==> src/rtl/pulse_train_generator.sv <==
// Burst pulse generator: emits count pulses (or runs continuously when count is 0)
// of HIGH_CYCLES high followed by LOW_CYCLES low, with abort and a completion strobe.
module pulse_train_generator #(
  parameter int HIGH_CYCLES = 1,
  parameter int LOW_CYCLES  = 3,
  parameter int COUNT_WIDTH = 8
) (
  input  logic                   clock,
  input  logic                   resetn,
  input  logic                   start,
  input  logic                   stop,
  input  logic [COUNT_WIDTH-1:0] count,
  output logic                   pulse_out,
  output logic                   busy,
  output logic                   done,
  output logic [1:0]             dbg_state
);

  localparam int MAX_PH = (HIGH_CYCLES > LOW_CYCLES) ? HIGH_CYCLES : LOW_CYCLES;
  localparam int PW     = $clog2(MAX_PH + 1);

  localparam logic [PW-1:0]          HIGH_LD = PW'(HIGH_CYCLES);
  localparam logic [PW-1:0]          LOW_LD  = PW'(LOW_CYCLES);
  localparam logic [PW-1:0]          PH_ONE  = PW'(1);
  localparam logic [COUNT_WIDTH-1:0] REM_ONE = COUNT_WIDTH'(1);

  typedef enum logic [1:0] {
    ST_IDLE = 2'd0,
    ST_HIGH = 2'd1,
    ST_LOW  = 2'd2
  } state_t;

  state_t                 state_q, state_d;
  logic [PW-1:0]          ph_q, ph_d;
  logic [COUNT_WIDTH-1:0] rem_q, rem_d;
  logic                   cont_q, cont_d;
  logic                   pulse_q, pulse_d;
  logic                   done_q, done_d;

  // The phase counter holds the cycles left in the current phase; a value of 1
  // marks the last cycle of that phase.
  always_comb begin
    state_d = state_q;
    ph_d    = ph_q;
    rem_d   = rem_q;
    cont_d  = cont_q;
    case (state_q)
      ST_IDLE: begin
        if (start && !stop) begin
          state_d = ST_HIGH;
          ph_d    = HIGH_LD;
          rem_d   = count;
          cont_d  = (count == '0);
        end
      end
      ST_HIGH: begin
        if (stop) begin
          state_d = ST_IDLE;
          ph_d    = '0;
        end else if (ph_q == PH_ONE) begin
          state_d = ST_LOW;
          ph_d    = LOW_LD;
          if (rem_q != '0) rem_d = rem_q - REM_ONE;
        end else begin
          ph_d = ph_q - PH_ONE;
        end
      end
      ST_LOW: begin
        if (stop) begin
          state_d = ST_IDLE;
          ph_d    = '0;
        end else if (ph_q == PH_ONE) begin
          if (rem_q != '0 || cont_q) begin
            state_d = ST_HIGH;
            ph_d    = HIGH_LD;
          end else begin
            state_d = ST_IDLE;
            ph_d    = '0;
          end
        end else begin
          ph_d = ph_q - PH_ONE;
        end
      end
      default: begin
        state_d = ST_IDLE;
        ph_d    = '0;
      end
    endcase
    pulse_d = (state_d == ST_HIGH);
    done_d  = (state_q != ST_IDLE) && (state_d == ST_IDLE);
  end

  always_ff @(posedge clock or negedge resetn) begin
    if (!resetn) begin
      state_q <= ST_IDLE;
      ph_q    <= '0;
      rem_q   <= '0;
      cont_q  <= 1'b0;
      pulse_q <= 1'b0;
      done_q  <= 1'b0;
    end else begin
      state_q <= state_d;
      ph_q    <= ph_d;
      rem_q   <= rem_d;
      cont_q  <= cont_d;
      pulse_q <= pulse_d;
      done_q  <= done_d;
    end
  end

  assign pulse_out = pulse_q;
  assign done      = done_q;
  assign busy      = (state_q != ST_IDLE);
  assign dbg_state = state_q;

endmodule

==> config.mk <==
export PLATFORM = sky130hd
export DESIGN_NAME = pulse_train_generator
export DESIGN_NICKNAME = d
export VERILOG_FILES = /design/src/rtl/pulse_train_generator.sv
export SDC_FILE = /design/constraint.sdc
export NUM_CORES = 1
export LEC_CHECK = 0
export CAP_MARGIN = 20
export CORE_MARGIN = 3
export CORE_UTILIZATION = 39
export CTS_CLUSTER_SIZE = 20
export DETAILED_ROUTE_END_ITERATION = 6
export DONT_BUFFER_PORTS = 1
export PLACE_DENSITY = 0.58
export SYNTH_ARGS = -nofsm -noshare
export SYNTH_HDL_FRONTEND = slang
export SYNTH_SLANG_ARGS = --single-unit
==> constraint.sdc <==
create_clock -name clock -period 2.1 [get_ports clock]
set_input_delay 0.42 -clock clock [delete_from_list [all_inputs] [get_ports clock]]
set_output_delay 0.42 -clock clock [all_outputs]
set_load 0.02 [all_outputs]
Yosys cells after proc, flatten, opt, wreduce, memory -nomap -nowiden. Cells that the tools add are included.

Multiplexer cells: 18. Reduce and logical (&&, ||, !) cells: 12. Add/sub/neg operators: 2. Eq/ne operators: 8.

Operator list (number): 8-bit two-way mux (4); 2-bit two-way mux (10); 8-bit one-hot mux with 2 select lines (1); 2-bit one-hot mux with 3 select lines (2); 8-bit zero test (1); 2-bit inequality test (second input constant) (4); 8-bit nonzero test (1); 8-bit by 1-bit subtractor with 8-bit output (second input constant) (1); 2-bit by 1-bit equality test with 1-bit output (second input constant) (3); 5-bit AND reduction (1); 2-bit zero test (2); 2-bit nonzero test (2); 2-bit equality test (second input constant) (1); 1-bit logical AND (2); 2-bit AND reduction (1); 2-bit by 1-bit subtractor with 2-bit output (second input constant) (1); 1-bit zero test (1); 1-bit logical OR (1); 1-bit two-way mux (1).

Bits in registers: 15. Input bits: 12. Output and inout bits: 5. Logic and storage cells: 46.

Depth between registers and ports, before layout. Gate-level depths: netlist of the first run.

Depth after elaboration: 8. Depth in mapped cells: 6. Mapped depth without buffers: 6.

Least setup slack after synthesis of the first run. Ideal clock, no wire load.

Path type: register to register. Start: register state_q[1] (netlist: dbg_state[1]). End: register rem_q[6]. Path slack: 0.494 ns. Period minus slack after synthesis: 1.606 ns. Data required time: 2.006 ns. Arrival time: 1.512 ns. Cell stages (with the launch flop): 7. Library setup time: 0.094 ns. Buffers on the path: 2. Cells stage by stage: dfrtp_1 buf_2 nor2_1 and2_1 clkbuf_1 or2_4 a221oi_2.

Word-level cells in the longest chain between the ends: 3. Elaborated cells on any way between the ends: 9. Those cells by class: eq/ne: 5; mux: 1; reduce/logical: 3.

RTL lines: start, declared (line 33) `state_t state_q, state_d;`; start signal, assigned (line 102) `state_q <= state_d;`; 2-bit by 1-bit equality test with 1-bit output / 2-bit zero test (equally long branches) (line 47) `case (state_q)`; 2-bit inequality test (no source line) / 2-bit nonzero test (equally long branches); 5-bit AND reduction (no source line); end signal, assigned (line 104) `rem_q <= rem_d;`; end, declared (line 35) `logic [COUNT_WIDTH-1:0] rem_q, rem_d;`.

Several ways; a longest one is shown, not always the timed one. A chain may end at the register's enable or synchronous reset.

Worst setup path in the final report of the first run.
Start: register ph_q[1]. End: register rem_q[7].

Word-level cells in the longest chain between the ends: 3.

RTL lines: start, declared (line 34) `logic [PW-1:0] ph_q, ph_d;`; start signal, assigned (line 103) `ph_q <= ph_d;`; 2-bit by 1-bit equality test with 1-bit output (line 60) `end else if (ph_q == PH_ONE) begin`; 2-bit inequality test (no source line); 5-bit AND reduction (no source line).

Every way passes these cells.

==> flow_summary.toml, run 1 <==
[run_status]
status = "completed"

[job]
max_cap_viol_count = 0

[timing]
period_needed_ns = 1.74
worstMarginPinSlew_ns = 0.707
rsz0062_at_grt = "no"
max-slew-margin-rel = 0.527
fin_tns_setup_ns = 0
slew_violations = 0
setup_viol = 0
fmax_ghz = 0.574
min_period_over_period = 0.830
hold_violations = 0
fin_worst_skew_ns = 0.0118

[setup_path]
rr_worst_depth = 6
endpoint_kind = "flop"
crit_chain = "inv_1 > ha_1 > nand4bb_1 > a31oi_4 > nor2_1 > o211ai_1"
path_max_fanout = 9
r2r-start = "ph_q[1]$_DFFE_PN0P_"
worstPathRequired_ns = 2.31
reg2reg_to = "rem_q[7]$_DFFE_PN0P_"
critPathArrivalTime_ns = 1.95
cpMaxStageDelayCell = "dfrtp_1"
reg2reg_slack_ns = 0.36
critical_path_class = "reg2reg"
critPathLaunchType = "flop"
max_stage_delay_ns = 0.41

[clock_tree]
clkSinkCount = 15
cts-buffers-inserted = 3
htree_levels = 1
clock_latency_ns = 0.29
cts_root_buf = "clkbuf_4"
cts.clk_slew.worst_paths_ns = 0.09
cts_tree = "yes"
ctsResizeCount = 0
clk_path_buf_depth = 2

[global_routing]
grt_pass1_vias = 780
grt_max_degree = 16
grt_pass1_wl_mm = 3.71
grt_usage = 0.147
antenna_found_initial = 0
overflow = 0

[worst_hold_path]
worstHoldPathCells = 1
hold_start = "stop"
hold_path_class = "in2reg"
hold_end = "dbg_state[1]$_DFF_PN0_"

[layout]
final_util = 0.455
area_delta_synth_final_pct = 6.03
antenna_cells = 0
layout.nets = 131
drive_above_1_share = 0.0885
fillers = 222

[floorplanning]
die_y_um = 56.5
core_um2 = 2320
num_io_pins = 17
die_area_um2 = 3200
start_util = 0.430
die_w_um = 56.5
rows = 17

[synth]
synth_edf_count = 0
synth-async-reset-ratio = 1.00
synth.distinct_cells = 36
synth.largest_area_cell = "dfrtp_1"
syn_nets = 129
synth_area_per_cell_um2 = 8.89
syn_area_um2 = 996
ys.flop_type = "dfrtp_1"
yosysMostFrequentCell = "dfrtp_1"
netlist.area_leader.share = 0.377
synth-seq-cells = 15
synth.top_cells.by_area = "dfrtp_1 (38%), ha_1 (6.3%), a21oi_1 (4.0%)"
ys_seq_area_frac = 0.377
yosysWarnings = 0
synthCells = 112
yosys-top-cells-count = "dfrtp_1 (15), nor2_1 (9), a21oi_1 (8), inv_1 (8), nand2_1 (8)"

[placed_design]
port_buffers = 0
dpl.hpwl_mm = 1.77
gp_congestion = 0.907

[detailed_routing]
drcViolationCount = 0
wl_per_cell_um = 16.6
wirelength_mm = 2.35
viasPerCell = 6.13
vias = 864
drt_iter0_drc = 50
dr.pass1.iters = 4
postRouteAntennaNets = 0

[power]
pwr_density_cell_nw_per_um2 = 1240
ir_drop_uv = 661
p_leak_nw = 0.436
power_mw = 1.31
repair_timing:
item | in CTS | in global routing
hold buffers | 1 | 0
endpoints found under the hold margin | 15 | 0
buffers inserted | 0 | 0
cell type report:
cell class	instances	area, um^2	share of cell area
Multi-Input combinational cell	83	564	0.534
Timing Repair Buffer	3	25.0	0.0237
Clock buffer	4	26.3	0.0249
Sequential cell	15	375	0.355
Tap cell	28	35.0	0.0332
Inverter	8	30.0	0.0284
cell families (layout without fill, tap and decap cells):
| family | count (synthesis) | after routing | share of synthesized area |
|---|---|---|---|
| and+or+nand+nor | 42 | 42 | 0.242 |
| AOI/OAI and AO/OA | 36 | 36 | 0.261 |
| buffers and inverters | 14 | 15 | 0.0565 |
| adders and majority gates | 5 | 5 | 0.0628 |
| DFF | 15 | 15 | 0.377 |
worst max path at each step:
stage | from | slack [ns] | to
3_3_place_gp | dbg_state[0]$_DFF_PN0_ | 0.42 | rem_q[5]$_DFFE_PN0P_
6_report | ph_q[1]$_DFFE_PN0P_ | 0.36 | rem_q[7]$_DFFE_PN0P_
2_1_floorplan | dbg_state[1]$_DFF_PN0_ | 0.49 | rem_q[6]$_DFFE_PN0P_
4_1_cts | ph_q[1]$_DFFE_PN0P_ | 0.36 | rem_q[7]$_DFFE_PN0P_
5_1_grt | ph_q[1]$_DFFE_PN0P_ | 0.26 | rem_q[7]$_DFFE_PN0P_
3_5_place_dp | ph_q[1]$_DFFE_PN0P_ | 0.39 | rem_q[7]$_DFFE_PN0P_
placed cells by master, fill, tap and decap left out, drive strengths merged, types with 5 or more instances in the layout:
master	Yosys	layout
dfrtp	15	15
nor2	10	10
inv	8	8
a21oi	8	8
nand2	8	8
o21ai	6	6
nand3	5	5
ha	5	5
state kept, by name (all words and copies together), names as in the netlist:
register and flops:
cont_q 1, dbg_state 2, done 1, ph_q 2, pulse_out 1, rem_q 8
through the flow:
step           cells  instance area (um^2)  hold WS, ns  setup slack (ns)
6_report         141                  1060        0.179             0.357
5_1_grt          141                  1060        0.156             0.259
3_5_place_dp     136                  1020        0.125             0.393
4_1_cts          141                  1060        0.169             0.360
2_1_floorplan    112                   996        0.124             0.494
3_3_place_gp     136                  1020        0.125             0.421
power by group:
part / switching, mW / internal [mW] / total, mW / leakage [nW]
registers: 0.181 / 0.398 / 0.579 / 0.183
clock network: 0.0923 / 0.0739 / 0.166 / 0.0150
logic: 0.329 / 0.231 / 0.560 / 0.239
total: 0.602 / 0.703 / 1.31 / 0.436
metal layers:
layer / up-vias / global-route usage / part of all wire
li1: 423 / - / -
met1: 405 / 0.211 / 0.46
met2: 34 / 0.208 / 0.45
met3: 2 / 0.0621 / 0.087
met4: 0 / 0.0271 / 0.0051
met5: - / 0 / 0
critical path, delay by kind of cell, from the launching register on:
family / cells / cell delay (ns)
compound gates: 2 / 0.54
fa+ha+maj: 1 / 0.28
buf+inv: 1 / 0.09
flops: 1 / 0.41
simple gates: 2 / 0.34
Power figures use the tool's default switching activity.
==> run 2, diff against run 1 <==
- PLACE_DENSITY: 0.58 -> 0.6
- clock period: 2.1 -> 1.48 ns (I/O delays scaled with it)
==> run 2 against run 1 <==
Sequential power up 26%; critical path depth decreased by 2; routed wire length up 19%; largest cell class unchanged; setup slack worse by 0.46 ns; final cell count increased by 26%; the flow now finishes with violations (negative setup slack); non-clock buffer count up 36; fmax up 9.8%.
==> flow_summary.toml, run 2 (synthesized netlist as in run 1, its figures left out) <==
[run_status]
status = "complete, but fails checks"
violations = "negative setup slack"

[placed_design]
port_buffers = 0
dpl.hpwl_mm = 2.03
placedCellCount = 160
gp_congestion = 0.883

[clock_tree]
htree_levels = 1
clock_latency_ns = 0.29
cts.clk_slew.worst_paths_ns = 0.09
clk_path_buf_depth = 2
cts_tree = "yes"
clkSinkCount = 15
cts_root_buf = "clkbuf_4"
cts-buffers-inserted = 3

[detailed_routing]
drcViolationCount = 0
top_layer_used = "met4"
dr.pass1.iters = 4
postRouteAntennaNets = 0
wirelength_mm = 2.80
wl_met1_mm = 1.23
wl_per_cell_um = 15.8
wl_met2_mm = 1.32
viasPerCell = 5.72
route.met3.wl_um = 180
drt_iter0_drc = 35
vias = 1012

[setup_path]
endpoint_kind = "flop"
rr_worst_depth = 4
crit_path_start = "rem_q[6]$_DFFE_PN0P_"
reg2reg_slack_ns = -0.11
worstPathRequired_ns = 1.69
crit_end = "rem_q[6]$_DFFE_PN0P_"
cp_num_cells = 4
critPathLaunchType = "flop"
max_stage_delay_ns = 0.42
reg2reg_to = "rem_q[6]$_DFFE_PN0P_"
crit_family = "simple AND/OR/NAND/NOR gates"
critPathArrivalTime_ns = 1.80
path_max_fanout = 6
critPathBufInv = 0
cpMaxStageDelayCell = "dfrtp_1"
critical_path_class = "reg2reg"
crit_chain = "nor4_4 > a31oi_4 > or2_4 > a221oi_2"
r2r-start = "rem_q[6]$_DFFE_PN0P_"

[layout]
mostFrequentLayoutCells = "buf_4 (37), dfrtp_1 (13), a21oi_1 (8)"
drive_above_1_share = 0.396
mostFrequentLayoutCell = "buf_4"
final_util = 0.604
stdcell_count = 177
antenna_cells = 0
fillers = 193
top_register = "rem_q"
largest_register_ffs = 8
area_delta_synth_final_pct = 40.7
layout.nets = 167

[timing]
min_period_over_period = 1.07
fin_worst_skew_ns = 0.0117
rsz0062_at_grt = "yes"
worstMarginPinSlew_ns = 0.692
setup_viol = 5
timing.final.ws_setup_ns = -0.107
fin_tns_setup_ns = -0.258
hold_ws_ns = 0.0456
hold_violations = 0
fmax_ghz = 0.630
period_needed_ns = 1.59
max-slew-margin-rel = 0.537
slew_violations = 0

[job]
max_cap_viol_count = 0

[floorplanning]
rows = 17
core_um2 = 2320
die_y_um = 56.5
die_area_um2 = 3200
start_util = 0.430
num_io_pins = 17
die_w_um = 56.5

[global_routing]
overflow = 0
grt_usage = 0.179
antenna_found_initial = 0
grt_max_degree = 16
grt_pass1_vias = 940
grt_pass1_wl_mm = 4.37

[power]
p_leak_nw = 0.615
pwr_density_cell_nw_per_um2 = 1770
ir_drop_uv = 989

[worst_hold_path]
hold_path_class = "in2reg"
## run 2: what timing repair did
action,in CTS,in global routing
endpoints found under the setup margin,9,13
hold buffers,1,0
gates resized for setup,3,12
setup buffers,6,7
endpoints found under the hold margin,15,0
pin swaps,4,4
## run 2: worst reg2reg max path, stage by stage, from the launching register on
cell      delay (ns)
dfrtp_1         0.42
nor4_4          0.39
a31oi_4         0.16
or2_4           0.28
a221oi_2        0.24
## run 2: metal layers
metal	track usage	vias up
met5	0	-
met4	0.0610	0
met3	0.0713	10
met2	0.284	30
met1	0.218	478
li1	-	494
## run 2: cell type report
| class | count | area (um^2) | area share |
|---|---|---|---|
| inverter | 8 | 33.8 | 0.0241 |
| clock buffer | 4 | 26.3 | 0.0188 |
| multi-input combinational | 83 | 629 | 0.449 |
| tap | 28 | 35.0 | 0.0250 |
| sequential | 15 | 378 | 0.270 |
| timing repair buffer | 39 | 299 | 0.213 |
## run 2: power by group
group          internal, mW  total, mW  switching (mW)
clock network         0.105      0.238           0.133
registers             0.568      0.727           0.160
logic                 0.782       1.52           0.734
## run 2: how the worst min path moves through the flow
| stage | start | end | depth (start not counted) | slack (ns) |
|---|---|---|---|---|
| global route | stop | dbg_state[0]$_DFF_PN0_ | 1 | 0.03 |
| floorplan | resetn | cont_q$_DFFE_PN0P_ | 0 | 0.0004 |
| finish | stop | dbg_state[0]$_DFF_PN0_ | 1 | 0.05 |
| CTS | stop | dbg_state[0]$_DFF_PN0_ | 1 | 0.04 |
| detailed placement | resetn | done$_DFF_PN0_ | 0 | 0.0008 |
| global placement | resetn | done$_DFF_PN0_ | 0 | 0.0008 |
## run 2: per-stage QoR
stage / power, mW / setup slack [ns] / instance area [um^2]
global placement: 1.96 / -0.0629 / 1200
floorplan: 1.44 / -0.0313 / 1010
CTS: 2.35 / -0.0825 / 1310
finish: 2.48 / -0.107 / 1400
detailed placement: 1.98 / -0.0734 / 1200
global route: 2.66 / -0.161 / 1400
==> run 3, diff against run 2 <==
- CORE_UTILIZATION: 39 -> 32
- CTS_CLUSTER_DIAMETER: not set -> 150
- PLACE_DENSITY: 0.6 -> 0.52
==> run 3 against run 2 <==
The run still ends with negative setup slack left; routed wire length is 9.5% higher; clock skew rose by 0.0072 ns; final cell count unchanged; critical path depth unchanged; sequential share of layout area is 0.19 points lower; clock power rose by 3%; cell area up 0.71%; total power is 4.6% higher; critical endpoint unchanged; largest power group unchanged.
==> flow_summary.toml, run 3 (synthesized netlist as in run 1, its figures left out) <==
[setup_path]
worstPathRequired_ns = 1.70
critPathLaunchType = "flop"
critPathArrivalTime_ns = 1.81
critical_path_class = "reg2reg"
path_max_fanout = 4
endpoint_kind = "flop"
cpMaxStageDelayCell = "dfrtp_1"
crit_chain = "nor4_4 > a31oi_4 > or2_4 > a221oi_2"
max_stage_delay_ns = 0.42
critPathBufInv = 0
crit_family = "simple AND/OR/NAND/NOR gates"

[timing]
rsz0062_at_grt = "yes"
period_needed_ns = 1.59
slew_violations = 0
worstMarginPinSlew_ns = 0.719
setup_viol = 8
fmax_ghz = 0.628
max-slew-margin-rel = 0.519
fin_worst_skew_ns = 0.0189
hold_ws_ns = 0.0421
hold_violations = 0
timing.final.ws_setup_ns = -0.112
min_period_over_period = 1.08

[clock_tree]
cts.clk_slew.worst_paths_ns = 0.11
clkSinkCount = 15
htree_levels = 1
clock_latency_ns = 0.30
clk_path_buf_depth = 2
cts_tree = "yes"
cts-buffers-inserted = 3
cts_root_buf = "clkbuf_4"

[global_routing]
grt_pass1_wl_mm = 4.89
grt_usage = 0.178
grt_pass1_vias = 1019
grt_max_degree = 16
overflow = 0
antenna_found_initial = 0

[run_status]
status = "complete, but fails checks"
violations = "negative setup slack"

[layout]
layout.nets = 164
area_delta_synth_final_pct = 41.7
top_register = "rem_q"
stdcell_count = 177
fillers = 262
drive_above_1_share = 0.390
finalInstanceArea_um2 = 1410
mostFrequentLayoutCell = "buf_4"
largest_register_ffs = 8
antenna_cells = 0
mostFrequentLayoutCells = "buf_4 (33), dfrtp_1 (13), nand2_1 (8)"

[floorplanning]
die_w_um = 61.8
core_um2 = 2850
rows = 19
die_area_um2 = 3820
num_io_pins = 17
die_y_um = 61.8
start_util = 0.349

[power]
p_leak_nw = 0.612
ir_drop_uv = 792
pwr_density_cell_nw_per_um2 = 1840
switching_share = 0.425
power_mw = 2.60
internal_power_mw = 1.49
p_comb_frac = 0.626
switching_power_mw = 1.10
seq_power_share = 0.280
p_clk_frac = 0.094

[detailed_routing]
wl_per_cell_um = 17.3
wirelength_mm = 3.06
vias = 1012
drcViolationCount = 0
dr.pass1.iters = 4
drt_iter0_drc = 61
postRouteAntennaNets = 0
viasPerCell = 5.72

[job]
max_cap_viol_count = 0

[placed_design]
gp_congestion = 0.829
port_buffers = 0
dpl.hpwl_mm = 2.10
placedCellCount = 164
placed_area_um2 = 1220
place_ws_ns = -0.0803

[worst_hold_path]
hold_path_class = "in2reg"
run 3: cell types whose count changed in the layout (fill, tap and decap cells not counted), sizes merged:
cell      delta
buf          -4
a31oi        +1
clkbuf       -1
clkinv       +1
clkinvlp     -1
inv          +1
run 3: metrics by stage:
stage	utilization	TNS, ns
after detailed placement	0.426	-0.195
final	0.495	-0.404
after CTS	0.479	-0.273
after floorplan	-	-0.0313
after global placement	0.426	-0.117
after global routing	0.495	-1.05
run 3: per-layer routing:
metal  GRT usage  vias to the layer above  wire [um]
met3      0.0517                        8        187
met1       0.238                      479       1360
met2       0.271                       32       1470
li1            -                      493          -
met5           0                        -          0
met4      0.0667                        0         48
run 3: power groups by stage:
stage / registers (mW) / clock network, mW / logic, mW
detailed placement: 0.738 / 0 / 1.27
global placement: 0.736 / 0 / 1.26
floorplan: 0.766 / 0 / 0.669
global route: 0.752 / 0.278 / 1.76
CTS: 0.721 / 0.255 / 1.49
finish: 0.726 / 0.245 / 1.62
run 3: cell type report:
cell class | instances | area (um^2) | area share
Multi-Input combinational cell | 84 | 668 | 0.473
Sequential cell | 15 | 378 | 0.268
Timing Repair Buffer | 35 | 269 | 0.191
Tap cell | 31 | 38.8 | 0.0275
Inverter | 8 | 30.0 | 0.0213
Clock buffer | 3 | 22.5 | 0.0160
Clock inverter | 1 | 5.00 | 0.00355
run 3: repair_timing:
action | CTS | global route
gates resized for setup | 9 | 7
endpoints found under the hold margin | 15 | 0
endpoints found under the setup margin | 12 | 13
hold buffers | 1 | 0
setup buffers | 7 | 3
pin swaps | 6 | 8
gates cloned | 1 | 0
run 3: final timing paths:
kind / start / end / slack [ns] / depth (start not counted)
setup / recovery: rem_q[6]$_DFFE_PN0P_ / rem_q[6]$_DFFE_PN0P_ / -0.11 / 4
hold / removal: stop / dbg_state[1]$_DFF_PN0_ / 0.04 / 1
setup reg to reg: rem_q[6]$_DFFE_PN0P_ / rem_q[6]$_DFFE_PN0P_ / -0.11 / 4
hold reg to reg: rem_q[0]$_DFFE_PN0P_ / rem_q[0]$_DFFE_PN0P_ / 0.59 / 1
max in group asynchronous: resetn / dbg_state[0]$_DFF_PN0_ / 0.48 / 1
min in group asynchronous: resetn / done$_DFF_PN0_ / 0.48 / 1
run 3: worst register-to-register path: stages (launching register included):
cell	delay, ns
dfrtp_1	0.42
nor4_4	0.40
a31oi_4	0.16
or2_4	0.28
a221oi_2	0.25
